<file path="config.mk">
export PLATFORM = sky130hd
export DESIGN_NAME = lfsr_chk_window_mon
export DESIGN_NICKNAME = d
export VERILOG_FILES = /design/src/rtl/lfsr_chk_window_mon.sv
export SDC_FILE = /design/constraint.sdc
export NUM_CORES = 1
export LEC_CHECK = 0
export CAP_MARGIN = 25
export CORE_MARGIN = 2
export CORE_UTILIZATION = 45
export CTS_BUF_LIST = sky130_fd_sc_hd__clkbuf_8
export DETAILED_ROUTE_END_ITERATION = 12
export GPL_ROUTABILITY_DRIVEN = 0
export PLACE_DENSITY = 0.64
export SLEW_MARGIN = 25
export SYNTH_ARGS = -nofsm -noshare
export SYNTH_HDL_FRONTEND = slang
export SYNTH_SLANG_ARGS = --single-unit
</file>
<file path="constraint.sdc">
create_clock -name clk -period 2.79 [get_ports clk]
set_input_delay 0.558 -clock clk [delete_from_list [all_inputs] [get_ports clk]]
set_output_delay 0.558 -clock clk [all_outputs]
set_load 0.01 [all_outputs]
</file>
<file path="src/rtl/lfsr_chk_window_mon.sv">
// Counts valid locked bits in fixed windows and the mismatches inside each one.
// Latency: o_loss is combinational on the bit that would reach the threshold.
// Backpressure: none; only advances on i_valid, i_clear zeroes both counters.
module lfsr_chk_window_mon #(
    parameter int WINDOW      = 256,
    parameter int LOSS_THRESH = 8
) (
    input  logic clk,
    input  logic reset,
    input  logic i_valid,
    input  logic i_mismatch,
    input  logic i_clear,
    output logic o_loss
);
    localparam logic [15:0] WIN_LAST = 16'(WINDOW - 1);
    localparam logic [15:0] ERR_LAST = 16'(LOSS_THRESH - 1);

    logic [15:0] r_win_cnt;
    logic [15:0] r_win_err;
    logic        w_win_last;

    assign w_win_last = (r_win_cnt == WIN_LAST);
    // The mismatch that would make win_err reach the threshold is the loss event
    assign o_loss     = i_valid && i_mismatch && (r_win_err == ERR_LAST);

    // Window position and per-window error tally; restart after the last bit
    always_ff @(posedge clk or negedge reset) begin
        if (!reset) begin
            r_win_cnt <= '0;
            r_win_err <= '0;
        end else if (i_clear || o_loss) begin
            r_win_cnt <= '0;
            r_win_err <= '0;
        end else if (i_valid) begin
            if (w_win_last) begin
                r_win_cnt <= '0;
                r_win_err <= '0;
            end else begin
                r_win_cnt <= r_win_cnt + 16'd1;
                r_win_err <= r_win_err + {15'd0, i_mismatch};
            end
        end
    end

endmodule

</file>
== Word level (Yosys, flattened, before mapping) ==
Cells that the tools add are included.
Word-level totals
  output and inout port bits: 1
  word-level logic and storage cells: 16
  bits of input ports: 5
  bits in registers: 32
Cells by class
  mux-type cells: 6
  equal/unequal tests: 2
  add/subtract/negate cells: 2
  reduce and logical (&&, ||, !) cells: 4
Operators by type and width (number)
  $mux 16: 6
  $add 16x1->16: 1
  $add 16x1->16 const B: 1
  $eq 16x3->1 const B: 1
  $eq 16x8->1 const B: 1
  $logic_and 1x1->1: 2
  $reduce_bool 2->1: 1
  $logic_or 1x1->1: 1

== Logic depth before layout (Yosys ltp) ==
Gate-level depths: netlist of the first run.
  depth after elaboration: 4
  depth in mapped cells: 7
  gate-level depth less buffers: 5

== Least setup slack after synthesis of the first run ==
Ideal clock, no wire load.
  path type: register to register
  start point: register r_win_cnt[0]
  end point: register r_win_err[11]
  path slack: 951 ps
  data required time: 2713 ps
  stages on the path, launching flop included: 8
  path buffers: 2
  arrival: 1762 ps
  setup time: 77 ps
  clock period less this slack: 1839 ps
  path through: dfrtp_1 -> ha_1 -> and4_1 -> buf_2 -> a41oi_1 -> buf_2 -> nand4b_1 -> a21oi_1
Between the ends
  longest elaborated chain between the ends: 4
Ends and longest elaborated chain
  start: declaration: RTL line 18  | logic [15:0] r_win_cnt;
  start signal: assignment: RTL line 39  | r_win_cnt <= r_win_cnt + 16'd1;
  $eq 16x8->1: RTL line 22  | assign w_win_last = (r_win_cnt == WIN_LAST);
  $mux 16: RTL line 35  | if (w_win_last) begin
  $mux 16: RTL line 34  | end else if (i_valid) begin
  $mux 16: RTL line 31  | end else if (i_clear || o_loss) begin
  end signal: assignment: RTL line 40  | r_win_err <= r_win_err + {15'd0, i_mismatch};
  end: declaration: RTL line 19  | logic [15:0] r_win_err;
No other way between the ends. The select of a mux whose other input is x is not followed.
A chain may end at the register's enable or synchronous reset.

== Worst setup path in the final report of the first run ==
  start point: input i_mismatch
  end point: output o_loss
Between the ends
  longest elaborated chain between the ends: 2
Ends and longest elaborated chain
  start: declaration: RTL line 11  | input logic i_mismatch,
  $logic_and 1x1->1 (2 in series): RTL line 24  | assign o_loss = i_valid && i_mismatch && (r_win_err == ERR_LAST);
  end: declaration: RTL line 13  | output logic o_loss
No other way between the ends.

==> results by group, run 1 <==
STA
  • Final min period: 2.69 ns
  • Hold Fails Final Rpt: 0
  • RSZ-0062 raised after global routing: false
  • Slew @ Worst Pin: 0.442 ns
  • Final setup viols: 0
  • Slew Limit Fails: 0
  • Fin crit share: 0.965
  • Setup TNS: 0 ns
  • Max Clock Skew: 0.00324 ns
  • Fmax: 371 MHz
  • Rel. slew slack: 0.703

Detailed routing
  • DR DRC count: 0
  • Routed Antenna Nets: 0
  • Vias: 1,820
  • Top layer in use: met4
  • Drt pass-1 iters: 4
  • Met1 wire length: 2170 um
  • Met2 wire len: 2120 um
  • Routed len/inst: 16.0 um
  • Routed WL: 4600 um
  • Vias/cell: 6.32
  • Initial DRC Count: 90
  • WL met3: 244 um

Yosys
  • Most common flop cell mapped by yosys: dfrtp_1
  • Mapped Cells: 231
  • Yosys warnings: 0
  • Syn_area_per_cell: 8.73 um2
  • Sequential share of the synthesized area: 0.397
  • Async SR Flop Fraction: 1.00
  • Area of the mapped netlist: 2020 um2
  • Cell variety after synth: 49
  • #FFs+latches synth: 32
  • Syn_nets: 239
  • Post-synth EDFFs: 0

Global route
  • GRT overflow: 0
  • Vias in the first global route: 1,698
  • Antenna violations before repair: 0
  • Total track usage: 0.202
  • First-pass GRT wire length: 8190 um
  • Largest net degree at the start of global routing: 33

Setup path
  • CP delay by family, top: buffers and inverters
  • Data required time of the worst path: 2.23 ns
  • Worst Path Buf+Inv: 2
  • Worst setup EP type: primary output
  • Reg-to-reg critical path startpoint: r_win_cnt[0]$_DFFE_PN0P_
  • CP dominant cell by count: clkdlybuf4s50_1
  • Crit path kind: in2out
  • Worst Setup SP: i_mismatch
  • Crit path max fanout: 2
  • CP Launch Type: input port
  • Slowest stage delay, CP: 0.54 ns
  • Critical Path AT: 2.14 ns
  • Worst path cell trace: clkdlybuf4s50_1 -> nand2_1 -> or4_1 -> nor2_1 -> clkdlybuf4s50_1
  • Slowest cell on the critical path: clkdlybuf4s50_1

Pwr
  • Total leakage power: 0.000858 uW
  • P_int: 686 uW
  • Pwr/cell area: 404 nW/um2
  • NetSw: 214 uW
  • Switch share: 0.238
  • Clock Power Share: 0.402
  • Comb pwr share: 0.071
  • Max IR drop VDD: 0.298 mV
  • Reg power frac: 0.527

CTS
  • H-tree Lvls: 2
  • Total CTS buffers: 5
  • TritonCTS clock tree: yes
  • Longest Clk Path Bufs: 2
  • CTS Sinks: 32
  • Clk_lat worst skew: 0.28 ns
  • Clock-pin slew on the worst setup and hold paths: 0.06 ns
  • Clock root cell: clkbuf_8
  • Hold buffer count at CTS: 0

Floorplanning
  • DIE HEIGHT: 70.9 um
  • Row cnt: 24
  • Die area: 5030 um2
  • Starting Density: 0.466
  • Die width: 70.9 um
  • IO Count: 6
  • CORE AREA: 4320 um2

Finish
  • Fin cells: 288
  • Commonest cells after routing, fill and taps aside: dfrtp_1, nand2_1, a21oi_1
  • Antenna diodes: 0
  • Util after Layout: 0.515
  • Commonest non-fill, non-tap cell in the layout: dfrtp_1
  • Nets: 243
  • Share of cells above drive strength 1: 0.106
  • Syn-to-layout area delta: 10.4%

Placement
  • Hpwl dp: 3040 um
  • PortBufs: 5
  • Number of placed cells counting well taps: 278

Hold path
  • Hold Startpoint: r_win_err[15]$_DFFE_PN0P_
  • Hold Crit Class: reg2reg

Run
  • Max-cap violations: 0

Outcome
  • Status: completed
-- metal layers --
metal  track usage  up-vias
li1              -      894
met1         0.291      878
met2         0.307       41
met3        0.0370        7
met4        0.0713        0
met5             0        -
-- registers in the layout, indices dropped and copies added (netlist names) --
name	cells
r_win_cnt	16
r_win_err	16
-- power groups by stage --
stage / Clock [uW] / Sequential [uW] / Combinational, uW
6_report: 362 / 474 / 64.0
5_1_grt: 394 / 474 / 72.6
4_1_cts: 374 / 474 / 63.0
3_5_place_dp: 0 / 482 / 62.9
3_3_place_gp: 0 / 482 / 62.9
2_1_floorplan: 0 / 480 / 30.2
-- stage by stage --
step                hold WS [ns]  cell area (um2)  total power (uW)  worst slack, ns
floorplan                  0.262             2020               510            0.951
global placement           0.535             2110               545          -0.0183
detailed placement         0.550             2110               545           0.0141
CTS                        0.563             2200               910          0.00186
global route               0.598             2230               941         0.000361
finish                     0.556             2230               899           0.0966
-- synthesized netlist by cell type (2+ instances only) --
| library cell | n | area share |
|---|---|---|
| nand3b_1 | 2 | 0.0074 |
| and3_1 | 6 | 0.019 |
| nand4_1 | 11 | 0.034 |
| clkbuf_2 | 2 | 0.0050 |
| a31oi_1 | 4 | 0.012 |
| nor4_4 | 2 | 0.021 |
| nor4_1 | 5 | 0.016 |
| or4_1 | 8 | 0.030 |
| and4_1 | 3 | 0.013 |
| o2111ai_1 | 2 | 0.0087 |
| a41oi_1 | 4 | 0.017 |
| o21ai_0 | 5 | 0.012 |
| buf_2 | 4 | 0.0099 |
| nor3_1 | 7 | 0.017 |
| clkbuf_1 | 5 | 0.0093 |
| a311oi_1 | 3 | 0.013 |
| o21ai_1 | 4 | 0.0099 |
| o21a_1 | 2 | 0.0074 |
| inv_1 | 3 | 0.0056 |
| ha_1 | 3 | 0.019 |
| buf_6 | 2 | 0.011 |
| dfrtp_1 | 32 | 0.40 |
| a22oi_1 | 2 | 0.0074 |
| o211ai_1 | 2 | 0.0074 |
| nand4b_1 | 2 | 0.0087 |
| xor2_1 | 2 | 0.0087 |
| nor2_1 | 8 | 0.015 |
| buf_4 | 3 | 0.011 |
| nand3_1 | 23 | 0.057 |
| or3_1 | 3 | 0.0093 |
| a21oi_1 | 24 | 0.060 |
| nand2_1 | 26 | 0.048 |
-- kinds of logic (layout without fill, tap and decap cells) --
logic type / count (synthesis) / after routing / synth area share
compound gates: 59 / 59 / 0.187
simple gates: 114 / 114 / 0.333
buf+inv: 21 / 26 / 0.0559
xor+xnor: 2 / 2 / 0.00869
flops: 32 / 32 / 0.397
fa+ha+maj: 3 / 3 / 0.0186
-- final timing paths --
path                                                   to  slack (ns)  cells past startpoint
worst max-delay path                               o_loss         0.1                      5
worst min-delay path            r_win_err[15]$_DFFE_PN0P_        0.56                      2
worst max register to register   r_win_err[9]$_DFFE_PN0P_        0.63                      6
worst min register to register  r_win_err[15]$_DFFE_PN0P_        0.56                      2
max in group asynchronous        r_win_cnt[5]$_DFFE_PN0P_        1.81                      2
min in group asynchronous        r_win_err[4]$_DFFE_PN0P_        0.67                      2
-- worst reg2reg max path: stages (launching register included) --
cell and delay, ns:
dfrtp_1 0.47, ha_1 0.25, and4_1 0.44, nand4_1 0.31, buf_4 0.28, o221ai_1 0.19
a21oi_1 0.09
-- area by class of cell --
| type | count | area, um2 |
|---|---|---|
| Clock inverter | 2 | 7.51 |
| Clock buffer | 6 | 82.6 |
| Sequential cell | 32 | 801 |
| Multi-Input combinational cell | 178 | 1110 |
| Inverter | 4 | 15.0 |
| Fill cell | 439 | 2100 |
| Timing Repair Buffer | 14 | 143 |
| Tap cell | 52 | 65.1 |
-- what timing repair did --
action / 4_1_cts / 5_1_grt
setup buffers: 0 / 2
endpoints found under the hold margin: 0 / 0
gates resized for setup: 0 / 1
endpoints found under the setup margin: 0 / 1
(Power assumes the default switching activity.)
==> inputs of run 2 (changes only) <==
--- a/config.mk
+++ b/config.mk
@@ -12,6 +12,7 @@
 export DETAILED_ROUTE_END_ITERATION = 12
 export GPL_ROUTABILITY_DRIVEN = 0
 export PLACE_DENSITY = 0.64
+export REMOVE_ABC_BUFFERS = 1
 export SLEW_MARGIN = 25
 export SYNTH_ARGS = -nofsm -noshare
 export SYNTH_HDL_FRONTEND = slang
==> run 2 against run 1 <==
Against the previous run: final cell count grew 0.35%; critical endpoint unchanged; core utilization shrank 0.058 points; combinational power shrank 6.6%; die area is the same; global-route usage grew 0.30 points; largest cell class unchanged; first-iteration DRC count grew 69%; non-clock buffer count grew 1; setup slack gained 0.021 ns; worst hold slack gained 0.0031 ns; maximum frequency grew 0.77%; total power grew 10%.
==> results by group, run 2 (same netlist as run 1, synthesis figures left out) <==
Outcome
  • Status: completed (unchanged)

Run
  • Max-cap violations: 0 (unchanged)

Setup path
  • End of the critical path: o_loss (unchanged)
  • Crit path kind: in2out (unchanged)
  • Slowest stage delay, CP: 0.54 ns (about the same)
  • CP Launch Type: input port (unchanged)
  • Worst path cell trace: clkdlybuf4s50_1 -> nand2_1 -> or4_1 -> nor2_1 -> clkdlybuf4s50_1 (unchanged)
  • Worst Setup SP: i_mismatch (unchanged)
  • CP dominant cell by count: clkdlybuf4s50_1 (unchanged)
  • Critical Path AT: 2.11 ns (was 2.14 ns)
  • Data required time of the worst path: 2.23 ns (about the same)
  • R2R cell count: 6 (unchanged)
  • Worst setup EP type: primary output (unchanged)
  • Slowest cell on the critical path: clkdlybuf4s50_1 (unchanged)
  • Crit path max fanout: 2 (unchanged)
  • Critical R2R Capture: r_win_cnt[11]$_DFFE_PN0P_ (was r_win_err[9]$_DFFE_PN0P_)
  • Worst reg2reg setup slack: 0.70 ns (was 0.63 ns)
  • Reg-to-reg critical path startpoint: r_win_cnt[0]$_DFFE_PN0P_ (unchanged)

Placement
  • Hpwl dp: 3140 um (was 3040 um)
  • PortBufs: 5 (unchanged)
  • Post-place setup slack: 0.115 ns (was 0.0141 ns)

Hold path
  • Hold Startpoint: r_win_err[15]$_DFFE_PN0P_ (unchanged)
  • Hold Crit Class: reg2reg (unchanged)

Floorplanning
  • Die width: 70.9 um (unchanged)
  • Row cnt: 24 (unchanged)
  • Die area: 5030 um2 (unchanged)
  • IO Count: 6 (unchanged)
  • DIE HEIGHT: 70.9 um (unchanged)
  • CORE AREA: 4320 um2 (unchanged)
  • Starting Density: 0.466 (unchanged)

STA
  • Final hold slack: 0.559 ns (was 0.556 ns)
  • Hold Fails Final Rpt: 0 (unchanged)
  • Fmax: 374 MHz (was 371 MHz)
  • Slew Limit Fails: 0 (unchanged)
  • Final WS setup: 0.117 ns (was 0.0966 ns)
  • Final setup viols: 0 (unchanged)
  • Max Clock Skew: 0.00597 ns (was 0.00324 ns)
  • Setup TNS: 0 ns (unchanged)
  • Fin crit share: 0.958 (was 0.965)
  • Rel. slew slack: 0.718 (was 0.703)
  • Slew @ Worst Pin: 0.423 ns (was 0.442 ns)
  • RSZ-0062 raised after global routing: false (unchanged)
  • Final min period: 2.67 ns (was 2.69 ns)

Finish
  • Commonest non-fill, non-tap cell in the layout: dfrtp_1 (unchanged)
  • Register Area: 801 um2 (unchanged)
  • Antenna diodes: 0 (unchanged)
  • Footprint of the multi-input gates: 1110 um2 (about the same)
  • Commonest cells after routing, fill and taps aside: dfrtp_1, nand2_1, a21oi_1 (unchanged)
  • Biggest regs: r_win_cnt (16), r_win_err (16) (unchanged)
  • Share of cells above drive strength 1: 0.114 (was 0.106)
  • Fill cell count: 423 (was 439)
  • Syn-to-layout area delta: 10.3% (was 10.4%)
  • Nets: 244 (was 243)

Global route
  • Vias in the first global route: 1,669 (was 1,698)
  • Total track usage: 0.205 (was 0.202)
  • GRT overflow: 0 (unchanged)
  • Antenna violations before repair: 0 (unchanged)
  • Largest net degree at the start of global routing: 33 (unchanged)
  • First-pass GRT wire length: 8200 um (was 8190 um)

CTS
  • CTS Sinks: 32 (unchanged)
  • Clock-pin slew on the worst setup and hold paths: 0.07 ns (was 0.06 ns)
  • H-tree Lvls: 2 (unchanged)
  • CTS resizes: 0 (unchanged)
  • TritonCTS clock tree: yes (unchanged)
  • Post-CTS setup buffers: 0 (unchanged)
  • Longest Clk Path Bufs: 2 (unchanged)
  • Clock root cell: clkbuf_8 (unchanged)
  • Clk_lat worst skew: 0.29 ns (was 0.28 ns)
  • Total CTS buffers: 5 (unchanged)
  • Hold buffer count at CTS: 0 (unchanged)

Detailed routing
  • Vias/cell: 6.31 (was 6.32)
  • Drt pass-1 iters: 4 (unchanged)
  • Routed Antenna Nets: 0 (unchanged)
  • Initial DRC Count: 152 (was 90)
  • Routed WL: 4730 um (was 4600 um)
  • Routed len/inst: 16.3 um (was 16.0 um)
  • Vias: 1,825 (was 1,820)
  • DR DRC count: 0 (unchanged)

Pwr
  • Total leakage power: 0.000852 uW (was 0.000858 uW)
  • Max IR drop VDD: 0.236 mV (was 0.298 mV)
  • Pwr/cell area: 445 nW/um2 (was 404 nW/um2)
## run 2: cell types whose count changed in the layout (fill, tap and decap cells not counted), sizes merged
cell,before,now
inv,5,3
buf,9,10
bufinv,0,1
clkbuf,6,5
clkinv,1,2
clkinvlp,0,1
## run 2: metal layers
metal	part of all wire	vias up	global-route usage
li1	-	901	-
met1	0.50	868	0.299
met2	0.44	50	0.297
met3	0.049	6	0.0484
met4	0.013	0	0.0776
met5	0	-	0
## run 2: layout make-up
class	count	area share
multi-input combinational	178	0.497
sequential	32	0.360
timing repair buffer	15	0.0563
clock buffer	5	0.0310
tap	52	0.0293
clock inverter	3	0.0191
inverter	4	0.00675
## run 2: worst max-delay path: cells and delay by family
| kind | cells | cell delay, ns |
|---|---|---|
| buffers and inverters | 2 | 1.01 |
| and+or+nand+nor | 3 | 0.55 |
## run 2: report_power, final
group          switching (uW)  internal [uW]
Clock                     191            264
Sequential               6.30            467
Combinational            39.3           20.5
Total                     237            752
## run 2: worst min path at each step
stage	endpoint	slack (ns)	depth (start not counted)
floorplan	r_win_cnt[0]$_DFFE_PN0P_	0.26	0
global placement	r_win_err[15]$_DFFE_PN0P_	0.54	2
detailed placement	r_win_cnt[4]$_DFFE_PN0P_	0.55	2
CTS	r_win_err[15]$_DFFE_PN0P_	0.56	2
global route	r_win_err[15]$_DFFE_PN0P_	0.58	2
finish	r_win_err[15]$_DFFE_PN0P_	0.56	2
## run 2: metrics by stage
step                total power [uW]  utilization  cells  instance area [um2]
global placement                 543        0.488    281                 2110
finish                           989        0.514    289                 2220
global route                    1030        0.514    289                 2220
detailed placement               542        0.488    281                 2110
CTS                              995        0.514    289                 2220
floorplan                        503            -    214                 1920
==> inputs of run 3 (changes only) <==
--- a/config.mk
+++ b/config.mk
@@ -6,6 +6,7 @@
 export NUM_CORES = 1
 export LEC_CHECK = 0
 export CAP_MARGIN = 25
+export CORE_ASPECT_RATIO = 1.4
 export CORE_MARGIN = 2
 export CORE_UTILIZATION = 45
 export CTS_BUF_LIST = sky130_fd_sc_hd__clkbuf_8
==> run 3 against run 2 <==
Against the previous run: critical endpoint unchanged; critical path depth unchanged; sequential share of layout area fell by 0.36 points; largest cell class unchanged; sequential power about the same; first-iteration DRC count shrank 55%; final area up 1.0%; combinational power rose by 5.5%; via count increased by 2.0%; die area increased by 0.16%; worst hold slack worse by 0.0026 ns; wire length increased by 1.3%.
==> results by group, run 3 (same netlist as run 1, synthesis figures left out) <==
Setup path
  • CP dominant cell by count: clkdlybuf4s50_1 (unchanged)
  • CP delay by family, top: buffers and inverters (unchanged)
  • Critical Path AT: 2.15 ns (was 2.11 ns)
  • Slowest cell on the critical path: clkdlybuf4s50_1 (unchanged)
  • Critical R2R Capture: r_win_cnt[11]$_DFFE_PN0P_ (unchanged)
  • CP Launch Type: input port (unchanged)
  • Crit path kind: in2out (unchanged)
  • Worst reg2reg setup slack: 0.72 ns (was 0.70 ns)
  • Worst Path Buf+Inv: 2 (unchanged)
  • Worst path cell trace: clkdlybuf4s50_1 -> nand2_1 -> or4_1 -> nor2_1 -> clkdlybuf4s50_1 (unchanged)
  • Reg-to-reg critical path startpoint: r_win_cnt[0]$_DFFE_PN0P_ (unchanged)
  • Slowest stage delay, CP: 0.53 ns (was 0.54 ns)
  • Data required time of the worst path: 2.23 ns (about the same)
  • Crit path max fanout: 3 (was 2)
  • Worst setup EP type: primary output (unchanged)
  • R2R cell count: 6 (unchanged)

Finish
  • Commonest non-fill, non-tap cell in the layout: dfrtp_1 (unchanged)
  • Final cell area excluding filler cells: 2250 um2 (was 2220 um2)
  • Commonest cells after routing, fill and taps aside: dfrtp_1, nand2_1, a21oi_1 (unchanged)
  • Share of cells above drive strength 1: 0.106 (was 0.114)
  • Nets: 242 (was 244)
  • Syn-to-layout area delta: 11.4% (was 10.3%)
  • Biggest regs: r_win_cnt (16), r_win_err (16) (unchanged)
  • Fin cells: 295 (was 289)
  • Util after Layout: 0.525 (was 0.514)
  • Antenna diodes: 0 (unchanged)
  • Fill cell count: 428 (was 423)

CTS
  • Total CTS buffers: 5 (unchanged)
  • Post-CTS setup buffers: 0 (unchanged)
  • H-tree Lvls: 2 (unchanged)
  • Clock root cell: clkbuf_8 (unchanged)
  • Clk_lat worst skew: 0.29 ns (about the same)
  • Clock-pin slew on the worst setup and hold paths: 0.07 ns (about the same)
  • CTS Sinks: 32 (unchanged)
  • Longest Clk Path Bufs: 2 (unchanged)
  • TritonCTS clock tree: yes (unchanged)

Floorplanning
  • Row cnt: 28 (was 24)
  • CORE AREA: 4270 um2 (was 4320 um2)
  • Die area: 5040 um2 (was 5030 um2)
  • Starting Density: 0.472 (was 0.466)
  • DIE HEIGHT: 83.2 um (was 70.9 um)
  • Die width: 60.6 um (was 70.9 um)
  • IO Count: 6 (unchanged)

Detailed routing
  • Routed WL: 4790 um (was 4730 um)
  • Drt pass-1 iters: 4 (unchanged)
  • Routed len/inst: 16.2 um (was 16.3 um)
  • Initial DRC Count: 68 (was 152)
  • Vias/cell: 6.31 (about the same)
  • Vias: 1,862 (was 1,825)
  • DR DRC count: 0 (unchanged)
  • Routed Antenna Nets: 0 (unchanged)

STA
  • Setup TNS: 0 ns (unchanged)
  • Max Clock Skew: 0.0113 ns (was 0.00597 ns)
  • Slew Limit Fails: 0 (unchanged)
  • Fmax: 369 MHz (was 374 MHz)
  • Fin crit share: 0.972 (was 0.958)
  • Final min period: 2.71 ns (was 2.67 ns)
  • Final setup viols: 0 (unchanged)
  • Slew @ Worst Pin: 0.414 ns (was 0.423 ns)
  • Hold Fails Final Rpt: 0 (unchanged)
  • Rel. slew slack: 0.724 (was 0.718)
  • RSZ-0062 raised after global routing: false (unchanged)
  • Final WS setup: 0.0788 ns (was 0.117 ns)

Global route
  • First-pass GRT wire length: 8080 um (was 8200 um)
  • GRT overflow: 0 (unchanged)
  • Antenna violations before repair: 0 (unchanged)
  • Total track usage: 0.207 (was 0.205)
  • Vias in the first global route: 1,735 (was 1,669)
  • Largest net degree at the start of global routing: 33 (unchanged)

Placement
  • Hpwl dp: 3180 um (was 3140 um)
  • Post-place setup slack: 0.0642 ns (was 0.115 ns)
  • Placed Area: 2130 um2 (was 2110 um2)
  • PortBufs: 5 (unchanged)
  • Number of placed cells counting well taps: 287 (was 281)

Pwr
  • Total leakage power: 0.000859 uW (was 0.000852 uW)
  • Pwr/cell area: 435 nW/um2 (was 445 nW/um2)
  • Max IR drop VDD: 0.235 mV (was 0.236 mV)

Run
  • Max-cap violations: 0 (unchanged)

Hold path
  • Hold depth: 2 (unchanged)
  • Hold Crit Class: reg2reg (unchanged)
  • Hold Startpoint: r_win_err[15]$_DFFE_PN0P_ (unchanged)
  • Worst Hold End: r_win_err[15]$_DFFE_PN0P_ (unchanged)

Outcome
  • Status: completed (unchanged)
==> run 3: routing by layer <==
metal / share of wire / global-route usage / up-vias
met1: 0.43 / 0.260 / 925
met2: 0.52 / 0.337 / 31
met4: 0.022 / 0.0791 / 0
met3: 0.022 / 0.0421 / 9
li1: - / - / 897
met5: 0 / 0 / -
==> run 3: what timing repair did <==
action                                  4_1_cts  5_1_grt
endpoints found under the setup margin        0        1
gates resized for setup                       0        1
hold buffers                                  0        0
==> run 3: final cells by class <==
| type | count | area, um2 | share of cell area |
|---|---|---|---|
| well taps | 60 | 75.1 | 0.0334 |
| repair buffers | 13 | 135 | 0.0602 |
| inverters | 4 | 15.0 | 0.00669 |
| multi-input cells | 178 | 1110 | 0.495 |
| clock inverters | 3 | 38.8 | 0.0173 |
| clock buffers | 5 | 68.8 | 0.0306 |
| flip-flops and latches | 32 | 801 | 0.357 |
==> run 3: worst register-to-register path: stages (launching register included) <==
cell and delay [ns]:
dfrtp_1 0.46, ha_1 0.28, and4_1 0.23, buf_4 0.18, and4_4 0.20, or4_4 0.52
a21oi_2 0.15
==> run 3: worst max-delay path by stage <==
stage                          start                       end  slack [ns]  depth (start not counted)
final                     i_mismatch                    o_loss        0.08                          5
after global routing      i_mismatch                    o_loss        0.02                          5
after CTS                    i_valid                    o_loss        0.05                          5
after detailed placement     i_valid                    o_loss        0.06                          5
after global placement    i_mismatch                    o_loss        0.07                          5
after floorplan           i_mismatch  r_win_cnt[7]$_DFFE_PN0P_        0.40                          4
==> run 3: stage by stage <==
stage | power [uW] | hold WS (ns)
4_1_cts | 991 | 0.560
3_3_place_gp | 546 | 0.538
3_5_place_dp | 547 | 0.545
5_1_grt | 1020 | 0.584
2_1_floorplan | 503 | 0.262
6_report | 978 | 0.556
==> run 3: power breakdown <==
part	internal (uW)	total, uW	leakage [uW]	switching, uW
logic	22.7	63.1	0.000355	40.4
clock network	261	441	0.0000593	180
registers	467	473	0.000445	6.11
total	751	978	0.000859	226
